## config.mk

```make
export PLATFORM = sky130hd
export DESIGN_NAME = alu_nbit_pipe
export DESIGN_NICKNAME = d
export VERILOG_FILES = /design/src/rtl/alu_nbit_pipe.sv
export SDC_FILE = /design/constraint.sdc
export NUM_CORES = 1
export LEC_CHECK = 0
export CORE_ASPECT_RATIO = 1.4
export CORE_MARGIN = 8
export CORE_UTILIZATION = 48
export CTS_CLUSTER_SIZE = 40
export DETAILED_ROUTE_END_ITERATION = 12
export PLACE_DENSITY = 0.77
export SYNTH_ARGS = -nofsm -noshare
export SYNTH_HDL_FRONTEND = slang
export SYNTH_SLANG_ARGS = --single-unit
```

## constraint.sdc

```tcl
create_clock -name clk -period 5.1 [get_ports clk]
set_clock_uncertainty 0.2 [all_clocks]
set_input_delay 1.53 -clock clk [delete_from_list [all_inputs] [get_ports clk]]
set_output_delay 1.53 -clock clk [all_outputs]
set_load 0.01 [all_outputs]
```

## src/rtl/alu_nbit_pipe.sv

```systemverilog
// Two-stage pipelined N-bit ALU with valid/ready handshakes on both sides.
// S1 registers the operands and ctrl; S2 registers the result and flags.
module alu_nbit_pipe #(
  parameter int unsigned WIDTH = 32
) (
  input  logic             clk,
  input  logic             rst_n,
  input  logic             in_valid,
  output logic             in_ready,
  input  logic [WIDTH-1:0] a,
  input  logic [WIDTH-1:0] b,
  input  logic [3:0]       ctrl,
  output logic             out_valid,
  input  logic             out_ready,
  output logic [WIDTH-1:0] result,
  output logic             zero,
  output logic             c_out,
  output logic             overflow,
  output logic             illegal
);

  // Stage 1 state
  logic             s1_valid_q, s1_valid_d;
  logic [WIDTH-1:0] a_q, a_d;
  logic [WIDTH-1:0] b_q, b_d;
  logic [3:0]       ctrl_q, ctrl_d;

  // Stage 2 state
  logic             s2_valid_q, s2_valid_d;
  logic [WIDTH-1:0] result_q, result_d;
  logic             zero_q, zero_d;
  logic             c_out_q, c_out_d;
  logic             overflow_q, overflow_d;
  logic             illegal_q, illegal_d;

  // ALU datapath on S1 contents
  logic [WIDTH-1:0] a_op, b_op;
  logic [WIDTH:0]   sum;
  logic             add_ovf;
  logic [WIDTH-1:0] alu_res;
  logic             alu_cout;
  logic             alu_ovf;
  logic             alu_ill;

  logic s2_load;
  logic in_fire;
  logic out_fire;

  always_comb begin
    a_op    = ctrl_q[3] ? ~a_q : a_q;
    b_op    = ctrl_q[2] ? ~b_q : b_q;
    sum     = {1'b0, a_op} + {1'b0, b_op} + {{WIDTH{1'b0}}, ctrl_q[2]};
    // Signed overflow: operands agree in sign but the sum does not.
    add_ovf = (a_op[WIDTH-1] == b_op[WIDTH-1]) && (sum[WIDTH-1] != a_op[WIDTH-1]);

    alu_res  = '0;
    alu_cout = 1'b0;
    alu_ovf  = 1'b0;
    alu_ill  = 1'b0;
    case (ctrl_q)
      4'b0000, 4'b1100: alu_res = a_op & b_op;
      4'b0001, 4'b1101: alu_res = a_op | b_op;
      4'b0010, 4'b0110: begin
        alu_res  = sum[WIDTH-1:0];
        alu_cout = sum[WIDTH];
        alu_ovf  = add_ovf;
      end
      4'b0111: begin
        alu_res  = {{(WIDTH-1){1'b0}}, sum[WIDTH-1] ^ add_ovf};
        alu_cout = sum[WIDTH];
      end
      default: alu_ill = 1'b1;
    endcase
  end

  always_comb begin
    s2_load  = s1_valid_q && (!s2_valid_q || out_ready);
    in_ready = !s1_valid_q || s2_load;
    in_fire  = in_valid && in_ready;
    out_fire = s2_valid_q && out_ready;

    s1_valid_d = s1_valid_q;
    a_d        = a_q;
    b_d        = b_q;
    ctrl_d     = ctrl_q;
    if (in_fire) begin
      s1_valid_d = 1'b1;
      a_d        = a;
      b_d        = b;
      ctrl_d     = ctrl;
    end else if (s2_load) begin
      s1_valid_d = 1'b0;
    end

    s2_valid_d = s2_valid_q;
    result_d   = result_q;
    zero_d     = zero_q;
    c_out_d    = c_out_q;
    overflow_d = overflow_q;
    illegal_d  = illegal_q;
    if (s2_load) begin
      s2_valid_d = 1'b1;
      result_d   = alu_res;
      zero_d     = (alu_res == '0);
      c_out_d    = alu_cout;
      overflow_d = alu_ovf;
      illegal_d  = alu_ill;
    end else if (out_fire) begin
      s2_valid_d = 1'b0;
    end
  end

  always_ff @(posedge clk or negedge rst_n) begin
    if (!rst_n) begin
      s1_valid_q <= 1'b0;
      a_q        <= '0;
      b_q        <= '0;
      ctrl_q     <= '0;
      s2_valid_q <= 1'b0;
      result_q   <= '0;
      zero_q     <= 1'b0;
      c_out_q    <= 1'b0;
      overflow_q <= 1'b0;
      illegal_q  <= 1'b0;
    end else begin
      s1_valid_q <= s1_valid_d;
      a_q        <= a_d;
      b_q        <= b_d;
      ctrl_q     <= ctrl_d;
      s2_valid_q <= s2_valid_d;
      result_q   <= result_d;
      zero_q     <= zero_d;
      c_out_q    <= c_out_d;
      overflow_q <= overflow_d;
      illegal_q  <= illegal_d;
    end
  end

  assign out_valid = s2_valid_q;
  assign result    = result_q;
  assign zero      = zero_q;
  assign c_out     = c_out_q;
  assign overflow  = overflow_q;
  assign illegal   = illegal_q;

endmodule

```

# After elaboration in Yosys (flattened, before gate mapping)

Index checks and enable logic that the tools add are counted.

Bits in registers: 106
Bits of input ports: 72
Output and inout port bits: 38
Word-level logic and storage cells: 52

Add/subtract/negate cells: 2
Equal/unequal tests: 8
Mux-type cells: 10
Bitwise operators: 5
Reduce and logical (&&, ||, !) cells: 17

Operators with widths:

| cell                 | count |
|---|---|
| $pmux W32 S4         | 1 |
| $mux W32             | 2 |
| $not A32 Y32         | 2 |
| $add A32 B32 Y33     | 1 |
| $add A33 B1 Y33      | 1 |
| $and A32 B32 Y32     | 1 |
| $logic_not A32 Y1    | 1 |
| $or A32 B32 Y32      | 1 |
| $eq A4 B3 Y1 const B | 2 |
| $eq A4 B4 Y1 const B | 2 |
| $mux W1              | 7 |
| $reduce_or A7 Y1     | 1 |
| $reduce_or A2 Y1     | 3 |
| $eq A4 B1 Y1 const B | 1 |
| $eq A4 B2 Y1 const B | 1 |
| $logic_and A1 B1 Y1  | 4 |
| $logic_not A4 Y1     | 1 |
| $reduce_bool A2 Y1   | 2 |
| $reduce_or A3 Y1     | 1 |
| $logic_not A1 Y1     | 2 |
| $logic_or A1 B1 Y1   | 2 |
| $eq A1 B1 Y1         | 1 |
| $ne A1 B1 Y1         | 1 |
| $xor A1 B1 Y1        | 1 |

# Longest topological paths before layout

Depth after elaboration: 9
Depth in mapped cells: 16
Depth with buffers taken out: 14

# Worst setup path before layout

No wires, ideal clock.

Path type: flip-flop to flip-flop
Start: register ctrl_q[2]
End: register zero_q, in the netlist zero
Library setup time: 0.066 ns
Data arrival time: 3.816 ns
Data required time: 4.834 ns
Setup slack: 1.018 ns
Cell stages (with the launch flop): 16
Path buffers: 2
Clock period less this slack: 4.082 ns
Path through: dfrtp_1 -> buf_1 -> buf_1 -> xor2_1 -> inv_1 -> fa_1 -> nand2b_4 -> a211oi_4 -> o21ai_2 -> and3_1 -> o31a_1 -> o2111a_1 -> a211oi_1 -> and3_1 -> and4bb_1 -> a41o_1

Longest elaborated chain between the ends: 8
Elaborated cells between the ends (all ways): 21
Those cells by class: add/sub: 2; eq/ne: 8; mux: 2; bitwise: 3; reduce/logical: 6

Ends and longest elaborated chain:

| element                  | line | text |
|---|---|---|
| start: declaration       | 26   | `logic [3:0] ctrl_q, ctrl_d;` |
| start signal: assignment | 129  | `ctrl_q <= ctrl_d;` |
| $mux W32                 | 51   | `b_op = ctrl_q[2] ? ~b_q : b_q;` |
| $add A32 B32 Y33         | 52   | `sum = {1'b0, a_op} + {1'b0, b_op} + {{WIDTH{1'b0}}, ctrl_q[2]};` |
| $add A33 B1 Y33          | 52   |  |
| $ne A1 B1 Y1             | 54   | `add_ovf = (a_op[WIDTH-1] == b_op[WIDTH-1]) && (sum[WIDTH-1] != a_op[WIDTH-1]);` |
| $logic_and A1 B1 Y1      | 54   |  |
| $xor A1 B1 Y1            | 69   | `alu_res = {{(WIDTH-1){1'b0}}, sum[WIDTH-1] ^ add_ovf};` |
| $pmux W32 S4 *           | 60   | `case (ctrl_q)` |
| $logic_not A32 Y1 *      | 104  | `zero_d = (alu_res == '0);` |
| end signal: assignment   | 132  | `zero_q <= zero_d;` |
| end: declaration         | 31   | `logic zero_q, zero_d;` |

Mark *: on every way between the ends. The rest lies on a longest branch, timed or not.
A chain may end at the register's enable or synchronous reset.

# Worst setup path in the final report

Start: input out_ready
End: output in_ready

Longest elaborated chain between the ends: 3

Ends and longest elaborated chain:

| element             | line | text |
|---|---|---|
| start: declaration  | 14   | `input logic out_ready,` |
| $logic_or A1 B1 Y1  | 77   | `s2_load = s1_valid_q && (!s2_valid_q \|\| out_ready);` |
| $logic_and A1 B1 Y1 | 77   |  |
| $logic_or A1 B1 Y1  | 78   | `in_ready = !s1_valid_q \|\| s2_load;` |
| end: declaration    | 9    | `output logic in_ready,` |

No other way between the ends.

==> impl_metrics.csv <==
group,metric,value,unit
drt,vias,6500,
global_routing,gr-usage-all-layers,0.192,
critical_path,cp.arrival,2.74,ns
floorplanning,die_x,125,um
synthesis,synth_edf_count,0,
synthesis,ys_seq_area_frac,0.331,
synthesis,syn_nets,999,
drt,drt_iter0_markers,512,
timing,fin_setup_tns,0,ns
synthesis,synth_most_common_cell,"dfrtp_1",
critical_path,reg2reg_depth,13,
finish,drive_above_1_share,0.133,
critical_path,cp_max_fo,3,
synthesis,yosysTopAreaCell,"dfrtp_1",
timing,rsz0062_at_grt,"no",
drt,wl_met1,8880,um
drt,top_layer,"met4",
critical_path,start_kind,"input port",
clock_tree,hold_buffers,0,
drt,route.met2.wl,9790,um
min_path,min_from,"result[26]$_DFFE_PN0P_",
synthesis,syn_area,8020,um2
critical_path,path_cells,"clkdlybuf4s50_1, nand3b_1, clkdlybuf4s50_1",
placed_design,dp_cells,1131,
global_routing,grt_pass1_wl,33000,um
run,cap_violations,0,
clock_tree,postCtsSetupRepairBufs,0,
synthesis,synth_ff_type,"dfrtp_1",
timing,worst_pin_slew,0.901,ns
floorplanning,initial_core_util,0.485,
critical_path,path_buf_inv,2,
synthesis,syn_inst,862,
critical_path,r2r_start,"ctrl_q[2]$_DFFE_PN0P_",
critical_path,crit_top_cell,"clkdlybuf4s50_1",
finish,diodes,0,
floorplanning,dieHeight,169,um
critical_path,cp_slowest_cell,"clkdlybuf4s50_1",
drt,ant_nets,0,
timing,fmax,224,MHz
placed_design,place.port_buffers,109,
critical_path,timing.rr.end,"zero$_DFFE_PN0P_",
clock_tree,h-tree-depth,3,
min_path,hold_depth,2,
timing,setup_viol,0,
floorplanning,pin_count,110,
drt,routed_wl,20000,um
finish,nets,1076,
critical_path,worstPathRequired,3.37,ns
finish,areaGrowthSynthToFinish,19.0,%
clock_tree,cts_made_buffers,9,
synthesis,async_flop_share,1.00,
power,power_leakage,0.00427,uW
synthesis,synth.distinct_cells,79,
placed_design,place_congestion,0.897,
synthesis,yosys_warnings,0,
drt,routed-wl-met3,952,um
timing,period_share,0.876,
global_routing,antenna_found_initial,0,
drt,routed_via_density,5.67,
timing,drv_slew,0,
global_routing,grt_max_degree,72,
floorplanning,dieArea,21200,um2
clock_tree,path_clk_slew,0.07,ns
min_path,hold_class,"reg -> reg",
clock_tree,worstSkewPairLatency,0.36,ns
clock_tree,cts-resized-gates,0,
clock_tree,cts_sinks,106,
critical_path,r2r_setup_slack,0.90,ns
floorplanning,coreArea,16500,um2
critical_path,endpoint_kind,"primary output",
finish,finalNonFillerCells,1147,
synthesis,synth_commonest_cells,"106 x dfrtp_1, 79 x inv_1, 76 x mux2_2, 68 x nand2_1, 66 x xor2_1",
drt,first_pass_iters,4,
placed_design,hpwlAfterDp,15700,um
drt,drc,0,
min_path,hold_end,"result[26]$_DFFE_PN0P_",
synthesis,yosysTopAreaCellShare,0.331,
power,power_density,479,nW/um2
synthesis,avgSynthCellArea,9.30,um2
drt,wl_per_cell,17.5,um
critical_path,crit_family,"buffers and inverters",
timing,maxSlewHeadroom,0.399,
clock_tree,cts.path.max_buffers,2,
clock_tree,cts-root-buf,"clkbuf_16",
critical_path,path_class,"in -> out",
synthesis,synth-seq-cells,106,
global_routing,overflow,0,
status,status,"complete, no violations",
clock_tree,cts_tree,"yes",
power,peakVddDrop,0.180,mV
synthesis,synth_area_leaders,"dfrtp_1 33%, mux2_2 11%, ha_1 10%",
timing,period_needed,4.47,ns
critical_path,max_stage_delay,0.58,ns
timing,timing_hold_violations_final,0,
floorplanning,rows,56,
global_routing,grt_pass1_vias,6520,
[power breakdown]
part	switching [uW]	internal, uW	leakage [uW]	total [uW]
combinational	1530	1140	0.00283	2680
clock	331	386	0.000151	718
sequential	152	1030	0.00129	1180
[flip-flops by register name, indices dropped and copies added, names as in the netlist]
register / cells
a_q: 32
b_q: 32
c_out: 1
ctrl_q: 4
illegal: 1
out_valid: 1
overflow: 1
result: 32
s1_valid_q: 1
zero: 1
[layout make-up]
cell class	count	area (um2)
repair buffers	119	1180
multi-input cells	623	4850
inverters	80	300
flip-flops and latches	106	2660
fillers	1467	7000
well taps	203	254
clock inverters	7	75.1
clock buffers	9	225
[tightest hold or removal path, delay by kind of cell (launching register included)]
| family | cells | cell delay, ns |
|---|---|---|
| flip-flops | 1 | 0.34 |
| AO/OA/AOI/OAI | 1 | 0.06 |
| AND/OR/NAND/NOR | 1 | 0.04 |
[kinds of logic after synthesis]
logic type | Yosys count | synth area share
adders and majority gates | 65 | 0.102
and+or+nand+nor | 182 | 0.117
AOI/OAI and AO/OA | 209 | 0.175
muxes | 84 | 0.117
buffers and inverters | 133 | 0.0654
DFF | 106 | 0.331
xor gates and xnor gates | 83 | 0.0930
[layout by cell type (no fill, tap or decap), drive strengths merged, types with 4 or more instances in the layout]
cell type,n
clkdlybuf4s50,108
dfrtp,106
inv,84
mux2,76
nand2,68
xor2,66
ha,64
o21ai,56
a21oi,42
nor2,31
a211oi,20
xnor2,17
nand4,16
a31oi,14
a21o,12
buf,11
o211ai,10
nand3,9
and3,9
clkbuf,9
nand2b,9
mux2i,8
nor3,7
o22ai,6
a22oi,6
nor4,6
and2,5
nand3b,4
o21a,4
nor2b,4
[routing by layer]
layer	up-vias	global-route usage
met5	-	0
li1	3182	-
met2	172	0.330
met3	31	0.0365
met4	0	0.0670
met1	3115	0.234
[metrics by stage]
stage	power, uW	util	cell area, um2	setup WS [ns]	hold slack [ns]
2_1_floorplan	3060	-	8020	1.02	0.257
3_3_place_gp	3790	0.559	9240	0.633	0.260
3_5_place_dp	3840	0.559	9240	0.617	0.269
4_1_cts	4570	0.577	9540	0.616	0.286
5_1_grt	4930	0.577	9540	0.559	0.305
6_report	4570	0.577	9540	0.632	0.277
[worst max path at each step]
| stage | slack, ns | from | endpoint | cells past startpoint |
|---|---|---|---|---|
| detailed placement | 0.62 | out_ready | in_ready | 3 |
| floorplan | 1.02 | ctrl_q[2]$_DFFE_PN0P_ | zero$_DFFE_PN0P_ | 15 |
| CTS | 0.62 | out_ready | in_ready | 3 |
| finish | 0.63 | out_ready | in_ready | 3 |
| global placement | 0.63 | out_ready | in_ready | 3 |
| global route | 0.56 | ctrl_q[2]$_DFFE_PN0P_ | zero$_DFFE_PN0P_ | 13 |
No activity file was read; power rests on OpenSTA's default activity.
